<file path="config.mk">
export PLATFORM = sky130hd
export DESIGN_NAME = puf_challenge_ctrl
export DESIGN_NICKNAME = d
export VERILOG_FILES = /design/src/rtl/puf_challenge_ctrl.sv
export SDC_FILE = /design/constraint.sdc
export NUM_CORES = 1
export LEC_CHECK = 0
export ABC_CLOCK_PERIOD_IN_PS = 1700
export BUFFER_PORTS_ARGS = -buffer_cell sky130_fd_sc_hd__buf_4
export CAP_MARGIN = 20
export CORE_UTILIZATION = 35
export CTS_CLUSTER_SIZE = 28
export DETAILED_ROUTE_END_ITERATION = 8
export GPL_TIMING_DRIVEN = 0
export PLACE_DENSITY = 0.58
export SETUP_SLACK_MARGIN = 0.15
export SYNTH_ARGS = -nofsm -noshare
export SYNTH_HDL_FRONTEND = slang
export SYNTH_SLANG_ARGS = --single-unit
</file>
<file path="constraint.sdc">
create_clock -name clk -period 1.7 [get_ports clk]
set_input_delay 0.34 -clock clk [delete_from_list [all_inputs] [get_ports clk]]
set_output_delay 0.34 -clock clk [all_outputs]
set_load 0.05 [all_outputs]
</file>
<file path="src/rtl/puf_challenge_ctrl.sv">
// Purpose : drives an arbiter-PUF delay chain; walks an LFSR challenge, races an edge per bit, collects RESP_BITS arbiter bits.
// Latency : resp_valid rises 1 + RESP_BITS*(2*SETTLE_CYCLES+1) cycles after the edge that accepts start.
// Backpr. : DONE holds resp_valid/resp_data until resp_ready; start is only looked at in IDLE.
//
// Ports:
//   clk, rst_n            single clock, asynchronous active-low reset
//   start, seed[63:0]     run request and initial challenge (seed 0 replaced by 1)
//   challenge[63:0]       stage select lines to the delay chain
//   launch                edge injected at the chain head (registered, glitch-free)
//   arb_in                arbiter decision at the chain tail
//   resp_data/valid/ready collected response and its handshake
//   busy                  high whenever not IDLE
module puf_challenge_ctrl #(
    parameter int RESP_BITS     = 32,
    parameter int SETTLE_CYCLES = 8
) (
    input  logic                 clk,
    input  logic                 rst_n,
    input  logic                 start,
    input  logic [63:0]          seed,
    output logic [63:0]          challenge,
    output logic                 launch,
    input  logic                 arb_in,
    output logic [RESP_BITS-1:0] resp_data,
    output logic                 resp_valid,
    input  logic                 resp_ready,
    output logic                 busy
);

    typedef enum logic [2:0] {
        IDLE   = 3'd0,
        LOAD   = 3'd1,
        RISE   = 3'd2,
        SAMPLE = 3'd3,
        FALL   = 3'd4,
        DONE   = 3'd5
    } state_t;

    localparam logic [7:0] SETTLE_LAST = 8'(SETTLE_CYCLES - 1);
    localparam logic [6:0] BITS_TOTAL  = 7'(RESP_BITS);

    state_t                 state_q, state_d;
    logic [63:0]            challenge_q, challenge_d;
    logic [RESP_BITS-1:0]   resp_q, resp_d;
    logic [6:0]             bit_cnt_q, bit_cnt_d;
    logic [7:0]             settle_cnt_q, settle_cnt_d;
    logic                   launch_q, launch_d;
    logic                   valid_q, valid_d;
    logic                   busy_q, busy_d;

    always_ff @(posedge clk or negedge rst_n) begin
        if (!rst_n) begin
            state_q      <= IDLE;
            challenge_q  <= 64'h0;
            resp_q       <= '0;
            bit_cnt_q    <= 7'd0;
            settle_cnt_q <= 8'd0;
            launch_q     <= 1'b0;
            valid_q      <= 1'b0;
            busy_q       <= 1'b0;
        end else begin
            state_q      <= state_d;
            challenge_q  <= challenge_d;
            resp_q       <= resp_d;
            bit_cnt_q    <= bit_cnt_d;
            settle_cnt_q <= settle_cnt_d;
            launch_q     <= launch_d;
            valid_q      <= valid_d;
            busy_q       <= busy_d;
        end
    end

    always_comb begin
        state_d      = state_q;
        challenge_d  = challenge_q;
        resp_d       = resp_q;
        bit_cnt_d    = bit_cnt_q;
        settle_cnt_d = settle_cnt_q;

        case (state_q)
            IDLE: begin
                if (start) begin
                    state_d      = LOAD;
                    // An all-zero LFSR state never leaves zero.
                    challenge_d  = (seed == 64'h0) ? 64'h1 : seed;
                    resp_d       = '0;
                    bit_cnt_d    = 7'd0;
                    settle_cnt_d = 8'd0;
                end
            end
            LOAD: begin
                state_d      = RISE;
                settle_cnt_d = 8'd0;
            end
            RISE: begin
                if (settle_cnt_q == SETTLE_LAST) begin
                    state_d      = SAMPLE;
                    settle_cnt_d = 8'd0;
                end else begin
                    settle_cnt_d = settle_cnt_q + 8'd1;
                end
            end
            SAMPLE: begin
                // First bit shifts all the way up to the MSB by the end of the run.
                resp_d       = (resp_q << 1) | RESP_BITS'(arb_in);
                bit_cnt_d    = bit_cnt_q + 7'd1;
                state_d      = FALL;
                settle_cnt_d = 8'd0;
            end
            FALL: begin
                if (settle_cnt_q == SETTLE_LAST) begin
                    settle_cnt_d = 8'd0;
                    if (bit_cnt_q == BITS_TOTAL) begin
                        state_d = DONE;
                    end else begin
                        // Advance only here, while the chain is quiet (launch low).
                        challenge_d = {challenge_q[62:0],
                                       challenge_q[63] ^ challenge_q[62] ^
                                       challenge_q[60] ^ challenge_q[59]};
                        state_d     = RISE;
                    end
                end else begin
                    settle_cnt_d = settle_cnt_q + 8'd1;
                end
            end
            DONE: begin
                if (resp_ready) begin
                    state_d = IDLE;
                end
            end
            default: begin
                state_d = IDLE;
            end
        endcase
    end

    // Outputs are decoded from the next state and registered so launch
    // reaching the delay chain cannot glitch on state decode.
    always_comb begin
        launch_d = (state_d == RISE) || (state_d == SAMPLE);
        valid_d  = (state_d == DONE);
        busy_d   = (state_d != IDLE);
    end

    assign challenge  = challenge_q;
    assign launch     = launch_q;
    assign resp_data  = resp_q;
    assign resp_valid = valid_q;
    assign busy       = busy_q;

endmodule

</file>
# Yosys cells after proc, flatten, opt, wreduce, memory -nomap -nowiden
# Cells that the tools add are included.
# Widths: inputs -> output; s select.
# totals
register_bits	117
wordCells	57
# classes
addsub	2
n_eq_ne	13
mux	18
bitwise	4
n_reduce_logical	12
# ops
op	n
$mux 64	4
$pmux 64 s2	1
$logic_not 64->1	1
$pmux 32 s2	1
$mux 32	1
$or 32x1->32	1
$pmux 8 s3	1
$pmux 3 s6	1
$mux 8	2
$mux 3	5
$pmux 7 s2	1
$eq 3x2->1 const B	4
$eq 3x3->1 const B	3
$add 8x1->8 const B	1
$eq 8x3->1 const B	1
$add 7x1->7 const B	1
$eq 7x6->1 const B	1
$mux 7	1
$ne 2x2->1 const B	3
$reduce_bool 3->1	2
$reduce_and 2->1	2
$reduce_and 4->1	1
$reduce_bool 2->1	2
$reduce_or 2->1	2
4 further kinds	6

# Depth between registers and ports, before layout
# logic_depth
depth_word	6
depth_mapped	10
depth_no_buf	7

# Worst setup path after synthesis
# Ideal clock, no wire load.
# synth_timing
kind	reg-to-reg
start	register settle_cnt_q[3]
end	register challenge_q[60] (netlist: challenge[60])
setup_ns	0.123
arrival_time_ns	1.790
slack_ns	-0.213
stages_incl_launch_ff	9
path_buffers	3
period_less_slack_ns	1.913
path_cell_list	dfrtp_1 -> or3_1 -> or2_1 -> o31a_1 -> buf_6 -> buf_6 -> buf_6 -> nand2_1 -> o21ai_1
# synth_via
elab_chain_cells	3
# synth_lines
element	line_no	rtl
start, declared	46	logic [7:0] settle_cnt_q, settle_cnt_d;
start signal, assigned	66	settle_cnt_q <= settle_cnt_d;
$eq 8x3->1	111	if (settle_cnt_q == SETTLE_LAST) begin
$ne 2x2->1 (no source line)	n/a	
$reduce_and 4->1 (no source line)	n/a	
end signal, assigned	63	challenge_q <= challenge_d;
end, declared	43	logic [63:0] challenge_q, challenge_d;
# No other way between the ends.
# A chain may end at the register's enable or synchronous reset.

# Worst setup path in the final report
# layout_timing
start	register settle_cnt_q[5]
end	register busy_q (netlist: busy)
# layout_via
elab_chain_cells	4
# layout_lines
element	line_no	rtl
$eq 8x3->1 (*)	96, 111	
$mux 3 (on tied branches)	111, 96	
$pmux 3 s6 (*)	80	case (state_q)
net state_d[2]	42	state_t state_q, state_d;
$reduce_bool 3->1 (*)	142	busy_d = (state_d != IDLE);
net busy_d	49	logic busy_q, busy_d;
end signal, assigned	69	busy_q <= busy_d;
end, declared	49	
# Mark *: on every way through the listed nets, which the timed path passes. The rest lies on a longest branch.

==> qor.csv <==
metric,value,unit
root_buffer,clkbuf_16,
finalCritPeriodShare,118,%
power.density,2000,mW/mm²
die_w,126,µm
fillers,1273,
die_h,126,µm
crit_type,reg -> reg,
cp-start-kind,flip-flop,
setup_ws,-0.306,ns
synth_cell_types,40,
synthToLayoutAreaGrowth,57.8,%
via_count,4868,
antenna_found_initial,0,
nets,797,
max-cap-violations,0,
end_kind,flip-flop,
syn_inst,505,
rsz0062_at_grt,true,
drt_iter0_markers,242,
cts_buffer_depth,2,
r2r_start,settle_cnt_q[5]$_DFFE_PN0P_,
grt_max_degree,93,
violations,negative setup slack,
min_from,arb_in,
power.share.switching,44.8,%
pin_count,168,
status,finished with violations,
setup.worst_path.start,settle_cnt_q[5]$_DFFE_PN0P_,
syn_area,0.00537,mm²
min_path_cells,2,
yosysWarnings,0,
p_leak,3.96,nW
start_util,36.4,%
vdd_ir_drop_max,0.830,mV
holdPathEnd,resp_data[0]$_DFFE_PN0P_,
numCtsBuffers,17,
detailedRoute.firstPassIterationCount,4,
fin_tns_setup,-17.26,ns
final_antenna_net_count,0,
setup_viol,73,
cts_num_sinks,117,
worstHoldPathType,in -> reg,
port_buffers,167,
wl,16.1,mm
diodes,0,
ys_ff_latch,117,
finalHoldViolCount,0,
grt_pass1_vias,4820,
synth_seq_area_share,54.5,%
dpl.hpwl,10.9,mm
dp.cells,857,
p_int,0.00937,W
min_period,2.01,ns
cp.arrival,2.28,ns
max-slew-margin-rel,60.0,%
switchingPower,0.00760,W
tightest_slew,0.595,ns
syn_avg_cell_area,10.6,µm²
htree_levels,4,
clk-insertion-delay-late,0.41,ns
dieArea,0.0158,mm²
grtUsageTotal,20.2,%
drc,0,
cts_tree,built,
timing.rr.end,busy$_DFF_PN0_,
clockPowerShare,21.1,%
grt_pass1_wl,25.3,mm
max_freq,0.499,GHz
synth.net_count,577,
num_rows,44,
via_per_inst,5.29,
pwr-share-seq,26.5,%
rrSetupSlack,-0.31,ns
gp_congestion,0.818,
slew_viol_final,0,
worstPathMaxFanout,4,
fin_skew,0.0171,ns
reg2reg_depth,6,
instances_no_fill,920,
wl_per_cell,17.5,µm
combPwrFrac,52.4,%
worst_ep_required_time,1.97,ns
grt_overflow,0,
core-area,0.0148,mm²
drive_gt1_share,48.4,%
clk_pin_slew,0.05,ns
==> state kept, by name, summed over array words and instances (netlist names) <==
register,flops
challenge,64
state_q,3
resp_valid,1
busy,1
launch,1
settle_cnt_q,8
bit_cnt_q,7
resp_data,32
==> power groups by stage <==
stage	clock, W	combinational, W	sequential [W]
floorplan	0	0.00219	0.00699
global placement	0	0.00702	0.00438
detailed placement	0	0.00709	0.00443
CTS	0.00365	0.00813	0.00442
global route	0.00380	0.00937	0.00461
finish	0.00357	0.00889	0.00450
==> worst max path at each step <==
stage                                end  cells after the start
6_report                  busy$_DFF_PN0_                      6
5_1_grt        challenge[32]$_DFFE_PN0P_                      8
4_1_cts        challenge[27]$_DFFE_PN0P_                      8
3_5_place_dp   challenge[47]$_DFFE_PN0P_                      9
3_3_place_gp   challenge[57]$_DFFE_PN0P_                      9
2_1_floorplan  challenge[60]$_DFFE_PN0P_                      8
==> layout make-up <==
cell class / instances / area [µm²] / area share, %
well taps: 184 / 230 / 2.72
clock buffers: 21 / 460 / 5.44
plain buffers: 35 / 349 / 4.12
multi-input cells: 348 / 2670 / 31.5
clock inverters: 9 / 129 / 1.52
flip-flops and latches: 117 / 2930 / 34.6
repair buffers: 201 / 1690 / 19.9
inverters: 5 / 18.8 / 0.222
==> through the flow <==
| stage | worst slack [ns] | hold slack [ns] | util, % | power, W | instance area [µm²] |
|---|---|---|---|---|---|
| floorplan | -0.184 | 0.0444 | - | 0.00918 | 5400 |
| global placement | -0.354 | 0.470 | 46.7 | 0.0114 | 6890 |
| detailed placement | -0.390 | 0.222 | 46.9 | 0.0115 | 6920 |
| CTS | -0.327 | 0.134 | 54.6 | 0.0162 | 8060 |
| global route | -0.358 | 0.141 | 57.4 | 0.0178 | 8470 |
| finish | -0.306 | 0.157 | 57.4 | 0.0170 | 8470 |
==> per-layer routing <==
| layer | vias to the layer above | GRT usage [%] | part of all wire [%] |
|---|---|---|---|
| li1 | 2276 | - | - |
| met1 | 2425 | 26.4 | 46 |
| met2 | 154 | 33.3 | 48 |
| met3 | 13 | 5.52 | 5.0 |
| met4 | 0 | 4.68 | 0.84 |
| met5 | - | 0 | 0 |
==> worst max-delay path, stage by stage (launching register included) <==
cell and delay, ns:
dfrtp_1 0.40, or3_4 0.37, or2_4 0.25, buf_4 0.14
or2_4 0.25, o2bb2ai_2 0.13, or3_4 0.33
==> cell families after synthesis <==
| kind of cell | synth area share [%] |
|---|---|
| AO/OA/AOI/OAI | 15.1 |
| XOR/XNOR | 0.979 |
| adder cells (fa/ha/maj) | 0.699 |
| buffers and inverters | 3.87 |
| flip-flops | 54.5 |
| multiplexers | 12.1 |
| AND/OR/NAND/NOR | 12.7 |
==> synthesized netlist by cell type (all sizes together) <==
cell | n | area share [%]
dfrtp | 117 | 55
nand2 | 79 | 5.5
o21ai | 79 | 7.4
mux2i | 64 | 12
a22o | 34 | 5.5
buf | 25 | 2.8
nor4 | 17 | 2.0
nor2 | 13 | 0.91
clkbuf | 10 | 0.75
nand4 | 8 | 0.93
and3 | 5 | 0.58
inv | 5 | 0.35
nand3 | 5 | 0.47
xor2 | 5 | 0.82
a21oi | 4 | 0.37
o31ai | 4 | 0.56
ha | 3 | 0.70
nand2b | 3 | 0.35
or3 | 3 | 0.35
nand4bb | 2 | 0.42
nor2b | 2 | 0.23
nor3 | 2 | 0.19
nor3b | 2 | 0.28
o211ai | 2 | 0.28
or2 | 2 | 0.23
a21o | 1 | 0.14
and2 | 1 | 0.12
mux2 | 1 | 0.21
o22a | 1 | 0.16
o2bb2ai | 1 | 0.16
o31a | 1 | 0.16
o32ai | 1 | 0.16
o41ai | 1 | 0.16
or4 | 1 | 0.14
xnor2 | 1 | 0.16
==> placed cells by master, fill, tap and decap left out, drive strengths merged, types with 4 or more instances in the layout <==
cell and count:
clkinv 4, nor4 17, and3 5, xor2 5
a21oi 4, a22o 34, nand3 5, nand2 79
buf 222, nor2 13, o31ai 4, dfrtp 117
clkbuf 34, o21ai 79, nand4 8, mux2i 64
inv 5
==> repair_timing <==
item | 4_1_cts | 5_1_grt
hold endpoints to repair | 25 | 0
pin swaps | 19 | 36
hold buffers | 1 | 0
cloned | 7 | 3
endpoints found under the setup margin | 111 | 116
resized for setup | 120 | 107
setup buffers | 18 | 4
Note: power is estimated with default switching activity, not from simulation.
